--- config.mk ---
export PLATFORM = sky130hd
export DESIGN_NAME = hazard_unit_flat
export DESIGN_NICKNAME = d
export VERILOG_FILES = /design/src/rtl/hazard_unit_pkg.sv /design/src/rtl/hazard_unit_if.sv /design/src/rtl/hazard_event_counter.sv /design/src/rtl/hazard_unit.sv /design/src/flat_wrapper.sv
export SDC_FILE = /design/constraint.sdc
export NUM_CORES = 1
export LEC_CHECK = 0
export ABC_AREA = 0
export CORE_MARGIN = 3
export CORE_UTILIZATION = 35
export CTS_BUF_LIST = sky130_fd_sc_hd__clkbuf_4
export DETAILED_ROUTE_END_ITERATION = 7
export HOLD_SLACK_MARGIN = 0.08
export PLACE_DENSITY = 0.71
export SLEW_MARGIN = 40
export SYNTH_ARGS = -nofsm -noshare
export SYNTH_HDL_FRONTEND = slang
export SYNTH_SLANG_ARGS = --single-unit
--- constraint.sdc ---
create_clock -name clk -period 4 [get_ports clk]
set_clock_uncertainty 0.2 [all_clocks]
set_input_delay 0.8 -clock clk [delete_from_list [all_inputs] [get_ports clk]]
set_output_delay 0.8 -clock clk [all_outputs]
set_load 0.05 [all_outputs]
--- src/rtl/hazard_unit_pkg.sv ---
// Shared opcode definitions for the decoder, pipeline and hazard unit, plus
// helpers that classify an opcode by which sources it reads and whether it
// redirects control flow.
package hazard_unit_pkg;

  typedef enum logic [5:0] {
    ADD, SUB, SLL, SLT, SLTU, XOR, SRL, SRA, OR, AND,
    ADDI, SLTI, SLTIU, XORI, ORI, ANDI, SLLI, SRLI, SRAI,
    LB, LH, LW, LBU, LHU,
    SB, SH, SW,
    BEQ, BNE, BLT, BGE, BLTU, BGEU,
    JAL, JALR, LUI, AUIPC, NOP
  } opcode_out_t;

  // Reads rs1: R-type, I-type ALU, loads, stores, branches and JALR.
  function automatic logic uses_rs1(opcode_out_t op);
    logic r;
    case (op)
      ADD, SUB, SLL, SLT, SLTU, XOR, SRL, SRA, OR, AND,
      ADDI, SLTI, SLTIU, XORI, ORI, ANDI, SLLI, SRLI, SRAI,
      LB, LH, LW, LBU, LHU,
      SB, SH, SW,
      BEQ, BNE, BLT, BGE, BLTU, BGEU,
      JALR:    r = 1'b1;
      default: r = 1'b0;
    endcase
    return r;
  endfunction

  // Reads rs2: R-type, stores and branches.
  function automatic logic uses_rs2(opcode_out_t op);
    logic r;
    case (op)
      ADD, SUB, SLL, SLT, SLTU, XOR, SRL, SRA, OR, AND,
      SB, SH, SW,
      BEQ, BNE, BLT, BGE, BLTU, BGEU: r = 1'b1;
      default:                        r = 1'b0;
    endcase
    return r;
  endfunction

  // Branches and jumps make the sequentially fetched instruction wrong-path.
  function automatic logic is_ctrl(opcode_out_t op);
    logic r;
    case (op)
      BEQ, BNE, BLT, BGE, BLTU, BGEU, JAL, JALR: r = 1'b1;
      default:                                   r = 1'b0;
    endcase
    return r;
  endfunction

endpackage

--- src/rtl/hazard_unit_if.sv ---
// Bundle of hazard-unit signals: ID/EX observation inputs, pipeline control
// outputs and the performance counters.
import hazard_unit_pkg::*;

interface hazard_if #(
  parameter int CNT_W = 32
) ();
  opcode_out_t        opcode_in;
  logic [4:0]         id_reg1_idx;
  logic [4:0]         id_reg2_idx;
  logic [4:0]         ex_reg_wr_idx;
  logic               ex_do_mem_read_en;
  logic               hazard_fe_enable;
  logic               hazard_if_id_clear;
  logic               hazard_id_ex_clear;
  logic [CNT_W-1:0]   stall_count;
  logic [CNT_W-1:0]   flush_count;

  // Pipeline side: supplies stage state, consumes the controls.
  modport master (
    output opcode_in, id_reg1_idx, id_reg2_idx, ex_reg_wr_idx, ex_do_mem_read_en,
    input  hazard_fe_enable, hazard_if_id_clear, hazard_id_ex_clear,
    input  stall_count, flush_count
  );

  // Hazard unit side.
  modport slave (
    input  opcode_in, id_reg1_idx, id_reg2_idx, ex_reg_wr_idx, ex_do_mem_read_en,
    output hazard_fe_enable, hazard_if_id_clear, hazard_id_ex_clear,
    output stall_count, flush_count
  );
endinterface

--- src/rtl/hazard_event_counter.sv ---
// Free-running event counter with increment enable; wraps modulo 2^CNT_W.
module hazard_event_counter #(
  parameter int CNT_W = 32
) (
  input  logic             clk,
  input  logic             rst,
  input  logic             inc_en_i,
  output logic [CNT_W-1:0] count_o
);

  logic [CNT_W-1:0] cnt_q;
  logic [CNT_W-1:0] cnt_d;

  // Next count: advance by one on an event, otherwise hold.
  always_comb begin
    cnt_d = cnt_q;
    if (inc_en_i) cnt_d = cnt_q + 1'b1;
  end

  // Count register, cleared immediately by reset.
  always_ff @(posedge clk or posedge rst) begin
    if (rst) cnt_q <= '0;
    else     cnt_q <= cnt_d;
  end

  assign count_o = cnt_q;

endmodule

--- src/rtl/hazard_unit.sv ---
// Load-use and control hazard detector next to the ID stage. Pipeline
// controls are purely combinational; only the debug counters are clocked.
import hazard_unit_pkg::*;

module hazard_unit #(
  parameter int CNT_W = 32
) (
  input  logic     clk,
  input  logic     rst,
  hazard_if.slave  hif
);

  logic load_use;
  logic ctrl;
  logic stall_evt;
  logic flush_evt;

  // Hazard detection and prioritised control outputs. A load-use stall wins
  // over a control flush: the branch itself must wait for its operand, so
  // it stays in ID and is re-evaluated next cycle.
  always_comb begin
    load_use = hif.ex_do_mem_read_en
             & (hif.ex_reg_wr_idx != 5'd0)
             & ((uses_rs1(hif.opcode_in) & (hif.id_reg1_idx == hif.ex_reg_wr_idx))
              | (uses_rs2(hif.opcode_in) & (hif.id_reg2_idx == hif.ex_reg_wr_idx)));
    ctrl     = is_ctrl(hif.opcode_in);

    hif.hazard_fe_enable   = 1'b1;
    hif.hazard_if_id_clear = 1'b0;
    hif.hazard_id_ex_clear = 1'b0;
    if (load_use) begin
      hif.hazard_fe_enable   = 1'b0;
      hif.hazard_id_ex_clear = 1'b1;
    end else if (ctrl) begin
      hif.hazard_fe_enable   = 1'b0;
      hif.hazard_if_id_clear = 1'b1;
    end

    stall_evt = load_use;
    flush_evt = ctrl & ~load_use;
  end

  hazard_event_counter #(.CNT_W(CNT_W)) u_stall_cnt (
    .clk      (clk),
    .rst      (rst),
    .inc_en_i (stall_evt),
    .count_o  (hif.stall_count)
  );

  hazard_event_counter #(.CNT_W(CNT_W)) u_flush_cnt (
    .clk      (clk),
    .rst      (rst),
    .inc_en_i (flush_evt),
    .count_o  (hif.flush_count)
  );

endmodule

--- src/flat_wrapper.sv ---
// flat-port wrapper written by rule: the top's interface ports become plain ports
module hazard_unit_flat 
#(
  parameter int CNT_W = 32
)
  (clk, rst, hif_opcode_in, hif_id_reg1_idx, hif_id_reg2_idx, hif_ex_reg_wr_idx, hif_ex_do_mem_read_en, hif_hazard_fe_enable, hif_hazard_if_id_clear, hif_hazard_id_ex_clear, hif_stall_count, hif_flush_count);
  hazard_if #(.CNT_W(CNT_W)) hif_i ();
  input  logic clk;
  input  logic rst;
  input wire logic [$bits(hif_i.opcode_in)-1:0] hif_opcode_in;
  input wire logic [$bits(hif_i.id_reg1_idx)-1:0] hif_id_reg1_idx;
  input wire logic [$bits(hif_i.id_reg2_idx)-1:0] hif_id_reg2_idx;
  input wire logic [$bits(hif_i.ex_reg_wr_idx)-1:0] hif_ex_reg_wr_idx;
  input wire logic [$bits(hif_i.ex_do_mem_read_en)-1:0] hif_ex_do_mem_read_en;
  output wire logic [$bits(hif_i.hazard_fe_enable)-1:0] hif_hazard_fe_enable;
  output wire logic [$bits(hif_i.hazard_if_id_clear)-1:0] hif_hazard_if_id_clear;
  output wire logic [$bits(hif_i.hazard_id_ex_clear)-1:0] hif_hazard_id_ex_clear;
  output wire logic [$bits(hif_i.stall_count)-1:0] hif_stall_count;
  output wire logic [$bits(hif_i.flush_count)-1:0] hif_flush_count;
  assign hif_i.opcode_in = hif_opcode_in;
  assign hif_i.id_reg1_idx = hif_id_reg1_idx;
  assign hif_i.id_reg2_idx = hif_id_reg2_idx;
  assign hif_i.ex_reg_wr_idx = hif_ex_reg_wr_idx;
  assign hif_i.ex_do_mem_read_en = hif_ex_do_mem_read_en;
  assign hif_hazard_fe_enable = hif_i.hazard_fe_enable;
  assign hif_hazard_if_id_clear = hif_i.hazard_if_id_clear;
  assign hif_hazard_id_ex_clear = hif_i.hazard_id_ex_clear;
  assign hif_stall_count = hif_i.stall_count;
  assign hif_flush_count = hif_i.flush_count;
  hazard_unit #(.CNT_W(CNT_W)) u_core (.clk(clk), .rst(rst), .hif(hif_i));
endmodule
; Word-level counts from Yosys, hierarchy flattened
; Memory sizes are Yosys's and may differ from the RTL's.
; Index checks and enable logic that the tools add are counted.
[classes]
n_reduce_logical = 2
n_bitwise = 7
n_mux = 6
eq_ne = 10
addsub = 2
[ops]
columns = operator, n
row1 = "adder 32 x 1 -> 32 bit, second input constant", 2
row2 = "== test 6 x 5 -> 1 bit, second input constant", 5
row3 = "== test 6 bit, second input constant", 3
row4 = == test 5 bit, 2
row5 = OR reduction 8 bit, 1
row6 = two-way mux 1 bit, 6
row7 = AND 1 bit, 5
row8 = nonzero test 5 bit, 1
row9 = inverter 1 bit, 1
row10 = bitwise OR 1 bit, 1
[totals]
mem_count = 2
elab_cells = 31
ff_bits = 64
out_inout_bits = 67
mem_bits_ro = 128
inputBits = 24
[memory_table]
columns = name, words, width, rd, rd_ports_with_merged_regs, wr, line
row1 = (no name shown), 64, 1, 1, 0, 0, hazard_unit_pkg.sv:18  ; case (op)
row2 = (no name shown), 64, 1, 1, 0, 0, hazard_unit_pkg.sv:33  ; case (op)

; Depth between registers and ports, before layout
; Gate-level depths: netlist of the first run.
[logic_depth]
ltp_word = 6
depth_mapped = 9
mapped_depth_nobuf = 7

; Modules after synthesis
; Synthesis of the first run repeated with hierarchy kept, for this count alone.
[hier_totals]
cells_unflattened = 285
hier_area_um2 = 3220.6
[modules_own_cells]
columns = mod, seq_area_each_um2, cells_each, area_each_um2, instances
row1 = hazard_event_counter (u_core.u_flush_cnt), 800.8, 126, 1510.2, 1
row2 = hazard_event_counter (u_core.u_stall_cnt), 800.8, 125, 1458.9, 1
row3 = hazard_unit, 0.0, 34, 251.5, 1

; Least setup slack after synthesis of the first run
; Ideal clock, no wire load.
[synth_path]
path_type = input to output
startpoint = input port hif_ex_reg_wr_idx[0]
endpoint = output port hif_hazard_if_id_clear
setup_slack_ps = 413
arrival_ps = 2587
n_path_buf = 1
required_ps = 3000
stages = 7
cell_sequence = or4_1 o21ai_2 and3b_4 nor2_4 inv_4 buf_6 nor2_2
[synth_via]
elab_chain_cells = 5
[synth_rtl]
columns = element, line
row1 = from (decl), flat_wrapper.sv:13  ; input wire logic [$bits(hif_i.ex_reg_wr_idx)-1:0] hif_ex_reg_wr_idx;
row2 = == test 5 bit (on tied branches), "hazard_unit.sv:24, hazard_unit.sv:25"
row3 = AND 1 bit (on tied branches), "hazard_unit.sv:24, hazard_unit.sv:25"
row4 = bitwise OR 1 bit, hazard_unit.sv:25  ; | (uses_rs2(hif.opcode_in) & (hif.id_reg2_idx == hif.ex_reg_wr_idx)));
row5 = AND 1 bit *, hazard_unit.sv:24  ; & ((uses_rs1(hif.opcode_in) & (hif.id_reg1_idx == hif.ex_reg_wr_idx))
row6 = two-way mux 1 bit *, hazard_unit.sv:31  ; if (load_use) begin
row7 = to (decl), flat_wrapper.sv:16  ; output wire logic [$bits(hif_i.hazard_if_id_clear)-1:0] hif_hazard_if_id_clear;
; Every way passes the cells marked *; elsewhere a longest branch is shown, timed or not.

; Worst setup path after layout of the first run
[layout_path]
startpoint = input port hif_opcode_in[0]
endpoint = output port hif_hazard_if_id_clear
[layout_via]
elab_chain_cells = 5
[layout_rtl]
columns = element, line
row1 = from (decl), flat_wrapper.sv:10  ; input wire logic [$bits(hif_i.opcode_in)-1:0] hif_opcode_in;
row2 = "memory (64 x 1 bit), or another cell as far along", -
row3 = "AND 1 bit, or another cell as far along", hazard_unit.sv:24
row4 = bitwise OR 1 bit / two-way mux 1 bit (equally long branches), "hazard_unit.sv:25, hazard_unit_pkg.sv:45"
row5 = AND 1 bit / two-way mux 1 bit (equally long branches), "hazard_unit.sv:24, hazard_unit.sv:34"
row6 = two-way mux 1 bit *, hazard_unit.sv:31
; Marks and branches as above.

==> flow_metrics.tcl, run 1 <==
set metrics [dict create \
    synth_seq_cells 64 \
    seqCellArea_mm2 0.00160 \
    synth_edf_count 0 \
    critical_path_buf_inv_count 3 \
    path_max_fanout 4 \
    rsz0062_at_grt "false" \
    slowest_delay_ps 540 \
    synth_top_area_share 0.489 \
    start_util 0.369 \
    htree_levels 3 \
    finalNonFillerCells 522 \
    drive_above_1_share 0.116 \
    fin_util 0.514 \
    cts_tree "done" \
    grt_pass1_vias 2573 \
    fillers 832 \
    ys_warn_count 0 \
    netlist_area_mm2 0.00328 \
    slew_violations 0 \
    finalHoldViolations 0 \
    period_needed_ps 3860 \
    drv_cap 0 \
    status "complete, no violations" \
    dp_hpwl_um 5740 \
    wl_per_cell_um 14.6 \
    synth_most_common_cell "dfrtp_1" \
    max-slew-margin-rel 0.628 \
    grt_pass1_wl_um 12700 \
    dr.first_iter.drc_count 93 \
    final_nets 435 \
    synthTopCellsByCount "dfrtp_1 (64), xnor2_1 (36), xor2_1 (36)" \
    pin_count 91 \
    routed_wl_um 7600 \
    worstPathArrival_ps 2860 \
    clockRootBuffer "clkbuf_4" \
    firstDrtPassIters 4 \
    multi_input_area_mm2 0.00159 \
    slowest_stage "or4_4" \
    antenna_found_initial 0 \
    num_antenna_cells 0 \
    die_area_mm2 0.0106 \
    die_y_um 103 \
    synthCells 303 \
    grt_overflow_total 0 \
    drc 0 \
    ir_drop_mv 0.273 \
    antenna_left 0 \
    hp-class "flip-flop to flip-flop" \
    ys_seq_area_frac 0.489 \
    clk_latency_ps 410 \
    cts.clk_slew.worst_paths_ps 110 \
    synth_nets 329 \
    clk_path_buf_depth 2 \
    io_buffers 90 \
    vias 2644 \
    synth_top_cell_by_area "dfrtp_1" \
    dieWidth_um 103 \
    p_leak_nw 1.98 \
    crit_family "simple AND/OR/NAND/NOR gates" \
    fmax_mhz 259 \
    startpoint_type "primary input" \
    cp.required_ps 3000 \
    period_share 0.966 \
    syn_avg_cell_area_um2 10.8 \
    dp.cells 505 \
    worst-slew-pin-transition_ps 556 \
    setup_viol 0 \
    fin_setup_tns_ps 0 \
    synth_cell_type_count 39 \
    power_density_mw_per_mm2 367 \
    cts_sinks 64 \
    path_cells "clkdlybuf4s50_1 > or4_4 > a2111oi_4 > and3b_4 > nor2_4 > inv_4 > nor2_2 > buf_4" \
    end_kind "output pin" \
    grt_usage 0.152 \
    synth-async-reset-ratio 1.00 \
    globalplace.congestion 0.797 \
    grt_max_degree 45 \
    rows 34 \
    synth_area_leaders "dfrtp_1 (49%), xnor2_1 (9.6%), xor2_1 (9.6%), nand3_1 (3.4%), nand4_1 (3.2%)" \
    path_class "primary input to output pin" \
    area_delta_synth_final_pct 39.3 \
    cts_inserted_buffers 9 \
    ys_dominant_reg_cell "dfrtp_1" \
    vias_per_cell 5.07 \
    coreArea_mm2 0.00889 \
]
-- through the flow --
stage / area, µm² / setup slack [ps] / power [mW] / hold WS, ps
3_5_place_dp: 4370 / 29.9 / 1.12 / 265
4_1_cts: 4550 / 26.4 / 1.70 / 280
6_report: 4570 / 138 / 1.68 / 279
2_1_floorplan: 3280 / 413 / 0.973 / 577
3_3_place_gp: 4360 / 117 / 1.12 / 263
5_1_grt: 4570 / 35.0 / 1.75 / 312
-- what timing repair did --
action,4_1_cts,5_1_grt
setup buffers,0,1
hold buffers,0,0
gates resized for setup,0,1
setup endpoints to repair,0,1
-- placed cells by master (no fill, tap or decap), types with 3 or more instances in the layout --
cell type	Yosys	routed
bufinv_16	0	3
and3_1	9	9
nor2_1	13	13
xor2_1	36	36
dfrtp_1	64	64
clkbuf_4	0	9
and4_1	7	7
inv_1	6	5
nand4_1	17	17
xnor2_1	36	36
nand2_1	22	22
buf_4	0	15
nor4_1	10	9
nor3b_1	4	4
nor4b_2	4	4
nand3_1	22	22
nand2b_1	3	3
nor3_1	14	14
clkdlybuf4s50_1	0	87
-- registers in the layout, summed over array words and instances (netlist names) --
signal / cells
u_core.u_flush_cnt.count_o: 32
u_core.u_stall_cnt.count_o: 32
-- worst reg2reg max path: stages (launching register included) --
cell and delay (ps):
dfrtp_1 460, and4_1 290, and4_1 310, nand4_1 240, nor4_1 470, nor3b_1 310, xor2_1 170
-- final timing paths --
check	from	endpoint	slack [ps]	cells after the start
max reg2reg	u_core.u_stall_cnt.count_o[2]	u_core.u_stall_cnt.count_o[31]	1480	6
min	u_core.u_flush_cnt.count_o[31]	u_core.u_flush_cnt.count_o[31]	280	1
max in group asynchronous	rst	u_core.u_stall_cnt.count_o[11]	2420	3
min reg2reg	u_core.u_flush_cnt.count_o[31]	u_core.u_flush_cnt.count_o[31]	280	1
min in group asynchronous	rst	u_core.u_flush_cnt.count_o[20]	590	2
max	hif_opcode_in[0]	hif_hazard_if_id_clear	140	8
-- power breakdown --
group / switching [mW] / leakage [nW] / internal (mW)
combinational: 0.226 / 1.02 / 0.138
sequential: 0.0591 / 0.871 / 0.685
clock: 0.252 / 0.0942 / 0.317
total: 0.537 / 1.98 / 1.14
-- per-layer routing --
metal / up-vias / global-route usage / wire [µm]
met3: 5 / 0.0426 / 405
met2: 66 / 0.243 / 3600
met4: 0 / 0.0448 / 63
li1: 1290 / - / -
met1: 1283 / 0.203 / 3530
met5: - / 0 / 0
-- logic make-up (layout without fill, tap and decap cells) --
kind of cell,after synthesis,after routing,synth area share
flip-flops,64,64,0.489
XOR/XNOR,72,72,0.192
multiplexers,2,2,0.00649
AND/OR/NAND/NOR,140,140,0.255
adder cells (fa/ha/maj),2,2,0.00763
buffers and inverters,16,127,0.0286
AO/OA/AOI/OAI,7,7,0.0214
-- cell type report --
type	count	area share
sequential	64	0.351
multi-input combinational	223	0.348
timing repair buffer	104	0.224
tap	108	0.0296
clock inverter	7	0.0260
clock buffer	9	0.0148
inverter	7	0.00685
(Power assumes the default switching activity.)
==> run 2: changes to the inputs <==
--- a/config.mk
+++ b/config.mk
@@ -11,7 +11,7 @@
 export CTS_BUF_LIST = sky130_fd_sc_hd__clkbuf_4
 export DETAILED_ROUTE_END_ITERATION = 7
 export HOLD_SLACK_MARGIN = 0.08
-export PLACE_DENSITY = 0.71
+export PLACE_DENSITY = 0.69
 export SLEW_MARGIN = 40
 export SYNTH_ARGS = -nofsm -noshare
 export SYNTH_HDL_FRONTEND = slang
==> run 2 against run 1 <==
Routed wire length shrank 0.16%. Register-to-register slack is essentially flat. Non-clock buffer count grew 2. Critical endpoint unchanged. Highest routed layer unchanged.
==> flow_metrics.tcl, run 2 (synthesis gave the netlist of run 1 again) <==
set metrics [dict create \
    status "complete, no violations" \
    num_antenna_cells 0 \
    setup_slack_ps 163 \
    worst-slew-pin-transition_ps 579 \
    routed_wl_um 7590 \
    grt_max_degree 47 \
    firstDrtPassIters 4 \
    rr_worst_depth 6 \
    reg2reg_from "u_core.u_stall_cnt.count_o[2]" \
    period_share 0.959 \
    io_buffers 90 \
    grt_util_met3 0.0480 \
    max-slew-margin-rel 0.614 \
    clk_path_buf_depth 2 \
    power_density_mw_per_mm2 345 \
    swShare 0.349 \
    startpoint_type "primary input" \
    wl_per_cell_um 14.5 \
    drc 0 \
    fin_setup_tns_ps 0 \
    htree_levels 3 \
    globalplace.congestion 0.783 \
    slew_violations 0 \
    cts_tree "done" \
    period_needed_ps 3840 \
    hold_depth 1 \
    area_delta_synth_final_pct 38.5 \
    grtUsageMet2 0.233 \
    pin_count 91 \
    grtUsageMet1 0.207 \
    rrSetupSlack_ps 1480 \
    hp-start "u_core.u_flush_cnt.count_o[31]" \
    rsz0062_at_grt "false" \
    hp-class "flip-flop to flip-flop" \
    cts_sinks 64 \
    switchingPower_mw 0.546 \
    ctsHoldBuffers 0 \
    vias 2659 \
    drv_cap 0 \
    min_to "u_core.u_flush_cnt.count_o[31]" \
    end_kind "output pin" \
    vias_per_cell 5.07 \
    worstPathArrival_ps 2840 \
    clockRootBuffer "clkbuf_4" \
    power_frac_clock 0.292 \
    dieWidth_um 103 \
    finalHoldViolations 0 \
    coreArea_mm2 0.00889 \
    grt_usage 0.152 \
    final_common_cell "clkdlybuf4s50_1" \
    setup_viol 0 \
    comb_power_share 0.233 \
    cp.required_ps 3000 \
    p_leak_nw 1.97 \
    fmax_mhz 261 \
    die_y_um 103 \
    final_nets 437 \
    rows 34 \
    startpoint "hif_opcode_in[4]" \
    dp_hpwl_um 5670 \
    antenna_found_initial 0 \
    layout_common_cells "clkdlybuf4s50_1 (87), dfrtp_1 (64), xnor2_1 (36), xor2_1 (36)" \
    path_max_fanout 4 \
    clk_latency_ps 410 \
    drive_above_1_share 0.123 \
    grt.busiest_layer "met2" \
    grt_pass1_wl_um 12700 \
    place_ws_ps 70.1 \
    die_area_mm2 0.0106 \
    antenna_left 0 \
    dr.first_iter.drc_count 76 \
    grt_pass1_vias 2619 \
    grt_overflow_total 0 \
    path_class "primary input to output pin" \
    internal-power_mw 1.02 \
    cts_inserted_buffers 9 \
    seqPwrFrac 0.475 \
    start_util 0.369 \
    ir_drop_mv 0.187 \
    cts.clk_slew.worst_paths_ps 110 \
    rr_endpoint "u_core.u_stall_cnt.count_o[27]" \
]
==> run 2: changes by cell type in the layout (fill, tap and decap cells not counted), sizes merged <==
| cell | delta |
|---|---|
| bufinv | -2 |
| buf | +2 |
| inv | +1 |
| clkinvlp | +1 |
==> run 2: stage by stage <==
stage | util | instance area [µm²] | total power [mW] | hold slack (ps) | instances
floorplan | - | 3280 | 0.973 | 577 | 303
global placement | 0.492 | 4370 | 1.12 | 258 | 506
detailed placement | 0.492 | 4370 | 1.12 | 264 | 506
CTS | 0.508 | 4520 | 1.59 | 284 | 522
global route | 0.511 | 4540 | 1.65 | 302 | 524
finish | 0.511 | 4540 | 1.57 | 274 | 524
==> run 2: worst max-delay path, stage by stage <==
cell	delay (ps)
clkdlybuf4s50_1	420
or4_4	560
a2111oi_4	390
and3b_4	280
nor2_4	50
inv_4	90
nor2_2	60
buf_4	190
==> run 2: how the worst max path moves through the flow <==
| stage | end | slack [ps] | depth (start not counted) |
|---|---|---|---|
| global route | hif_hazard_if_id_clear | 60 | 8 |
| global placement | hif_hazard_if_id_clear | 120 | 8 |
| floorplan | hif_hazard_if_id_clear | 410 | 7 |
| detailed placement | hif_hazard_if_id_clear | 70 | 8 |
| finish | hif_hazard_if_id_clear | 160 | 8 |
| CTS | hif_hazard_if_id_clear | 70 | 8 |
==> run 2: repair_timing <==
item | CTS | global route
gates resized for setup | 0 | 1
setup buffers | 0 | 2
endpoints found under the hold margin | 0 | 0
setup endpoints to repair | 0 | 1
==> run 2: routing by layer <==
metal	share of wire	wire length (µm)
met4	0.017	127
met3	0.050	379
met5	0	0
met1	0.48	3620
met2	0.46	3460
==> run 2: cell type report <==
cell class,count,area (µm²)
fillers,806,4350
clock inverters,7,78.8
inverters,7,31.3
flip-flops and latches,64,1600
multi-input cells,223,1590
repair buffers,106,1040
well taps,108,135
clock buffers,9,67.6
==> run 2: power by group through the flow <==
stage          Combinational [mW]  Sequential [mW]  Clock, mW
2_1_floorplan              0.0912            0.882          0
3_3_place_gp                0.365            0.755          0
3_5_place_dp                0.368            0.756          0
4_1_cts                     0.368            0.744      0.473
5_1_grt                     0.390            0.752      0.505
6_report                    0.365            0.744      0.458
==> run 3: changes to the inputs <==
--- a/config.mk
+++ b/config.mk
@@ -12,7 +12,6 @@
 export DETAILED_ROUTE_END_ITERATION = 7
 export HOLD_SLACK_MARGIN = 0.08
 export PLACE_DENSITY = 0.69
-export SLEW_MARGIN = 40
 export SYNTH_ARGS = -nofsm -noshare
 export SYNTH_HDL_FRONTEND = slang
 export SYNTH_SLANG_ARGS = --single-unit
==> run 3 against run 2 <==
Global-route usage unchanged. Worst hold slack unchanged. Final cell count unchanged. Largest power group unchanged.
==> flow_metrics.tcl, run 3 (synthesis gave the netlist of run 1 again) <==
set metrics [dict create \
    status "complete, no violations" \
    dieWidth_um 103 \
    vias_per_cell 5.07 \
    cts_inserted_buffers 9 \
    worstPathArrival_ps 2840 \
    grt_max_degree 47 \
    path_class "primary input to output pin" \
    max-slew-margin-rel 0.355 \
    hp-start "u_core.u_flush_cnt.count_o[31]" \
    final_nets 437 \
    layout_common_cells "clkdlybuf4s50_1 (87), dfrtp_1 (64), xnor2_1 (36), xor2_1 (36)" \
    start_util 0.369 \
    drive_above_1_share 0.123 \
    startpoint_type "primary input" \
    ir_drop_mv 0.187 \
    num_antenna_cells 0 \
    reg2reg_from "u_core.u_stall_cnt.count_o[2]" \
    cts_tree "done" \
    grt_pass1_wl_um 12700 \
    startpoint "hif_opcode_in[4]" \
    antenna_left 0 \
    final_common_cell "clkdlybuf4s50_1" \
    wl_per_cell_um 14.5 \
    cts.clk_slew.worst_paths_ps 110 \
    dp_hpwl_um 5670 \
    clk_latency_ps 410 \
    io_buffers 90 \
    rows 34 \
    p_leak_nw 1.97 \
    period_needed_ps 3840 \
    htree_levels 3 \
    slowest_delay_ps 560 \
    pin_count 91 \
    setup_viol 0 \
    worst-slew-pin-transition_ps 966 \
    fmax_mhz 261 \
    grt_overflow_total 0 \
    hold-worst-slack_ps 274 \
    clk_path_buf_depth 2 \
    vias 2659 \
    coreArea_mm2 0.00889 \
    finalHoldViolations 0 \
    firstDrtPassIters 4 \
    hp-class "flip-flop to flip-flop" \
    drc 0 \
    routed_wl_um 7590 \
    path_cells "clkdlybuf4s50_1 > or4_4 > a2111oi_4 > and3b_4 > nor2_4 > inv_4 > nor2_2 > buf_4" \
    end_kind "output pin" \
    grt_usage 0.152 \
    die_area_mm2 0.0106 \
    cp.required_ps 3000 \
    rsz0062_at_grt "false" \
    period_share 0.959 \
    die_y_um 103 \
    path_max_fanout 4 \
    dr.first_iter.drc_count 76 \
    antenna_found_initial 0 \
    fin_setup_tns_ps 0 \
    clockRootBuffer "clkbuf_4" \
    power_density_mw_per_mm2 345 \
    cts_sinks 64 \
    slew_violations 0 \
    ctsHoldBuffers 0 \
    grt_pass1_vias 2619 \
    place_area_mm2 0.00437 \
    slowest_stage "or4_4" \
    area_delta_synth_final_pct 38.5 \
    design_area_mm2 0.00454 \
    globalplace.congestion 0.783 \
    drv_cap 0 \
]
==> run 3: power by group <==
part           internal, mW  switching, mW
combinational         0.139          0.226
clock                 0.196          0.262
sequential            0.685         0.0586
total                  1.02          0.546
==> run 3: cell type report <==
cell class	instances	area (µm²)
well taps	108	135
flip-flops and latches	64	1600
multi-input cells	223	1590
clock buffers	9	67.6
inverters	7	28.8
fillers	805	4350
clock inverters	7	78.8
repair buffers	106	1040
==> run 3: path summary, 6_finish.rpt <==
check | end | slack, ps | cells past startpoint
hold reg to reg | u_core.u_flush_cnt.count_o[31] | 270 | 1
setup / recovery | hif_hazard_if_id_clear | 160 | 8
setup reg to reg | u_core.u_stall_cnt.count_o[27] | 1480 | 6
min in group asynchronous | u_core.u_stall_cnt.count_o[18] | 730 | 2
max in group asynchronous | u_core.u_stall_cnt.count_o[30] | 2140 | 3
hold / removal | u_core.u_flush_cnt.count_o[31] | 270 | 1
==> run 3: critical path, delay by kind of cell <==
family                 cells  cell delay, ps
AND/OR/NAND/NOR            4             950
buffers and inverters      3             700
AO/OA/AOI/OAI              1             390
==> run 3: layer usage <==
| metal | track usage | wire [µm] |
|---|---|---|
| met2 | 0.233 | 3460 |
| met5 | 0 | 0 |
| met1 | 0.207 | 3620 |
| met4 | 0.0468 | 127 |
| met3 | 0.0480 | 379 |
==> run 3: per-stage QoR <==
step / util / setup slack, ps / std cells / power (mW)
5_1_grt: 0.511 / 57.7 / 524 / 1.65
6_report: 0.511 / 163 / 524 / 1.57
4_1_cts: 0.508 / 69.8 / 522 / 1.59
3_3_place_gp: 0.492 / 124 / 506 / 1.12
3_5_place_dp: 0.492 / 70.1 / 506 / 1.12
2_1_floorplan: - / 413 / 303 / 0.973
==> run 3: repair_timing <==
action | CTS | global route
hold endpoints to repair | 0 | 0
setup buffers | 0 | 2
endpoints found under the setup margin | 0 | 1
resized for setup | 0 | 1
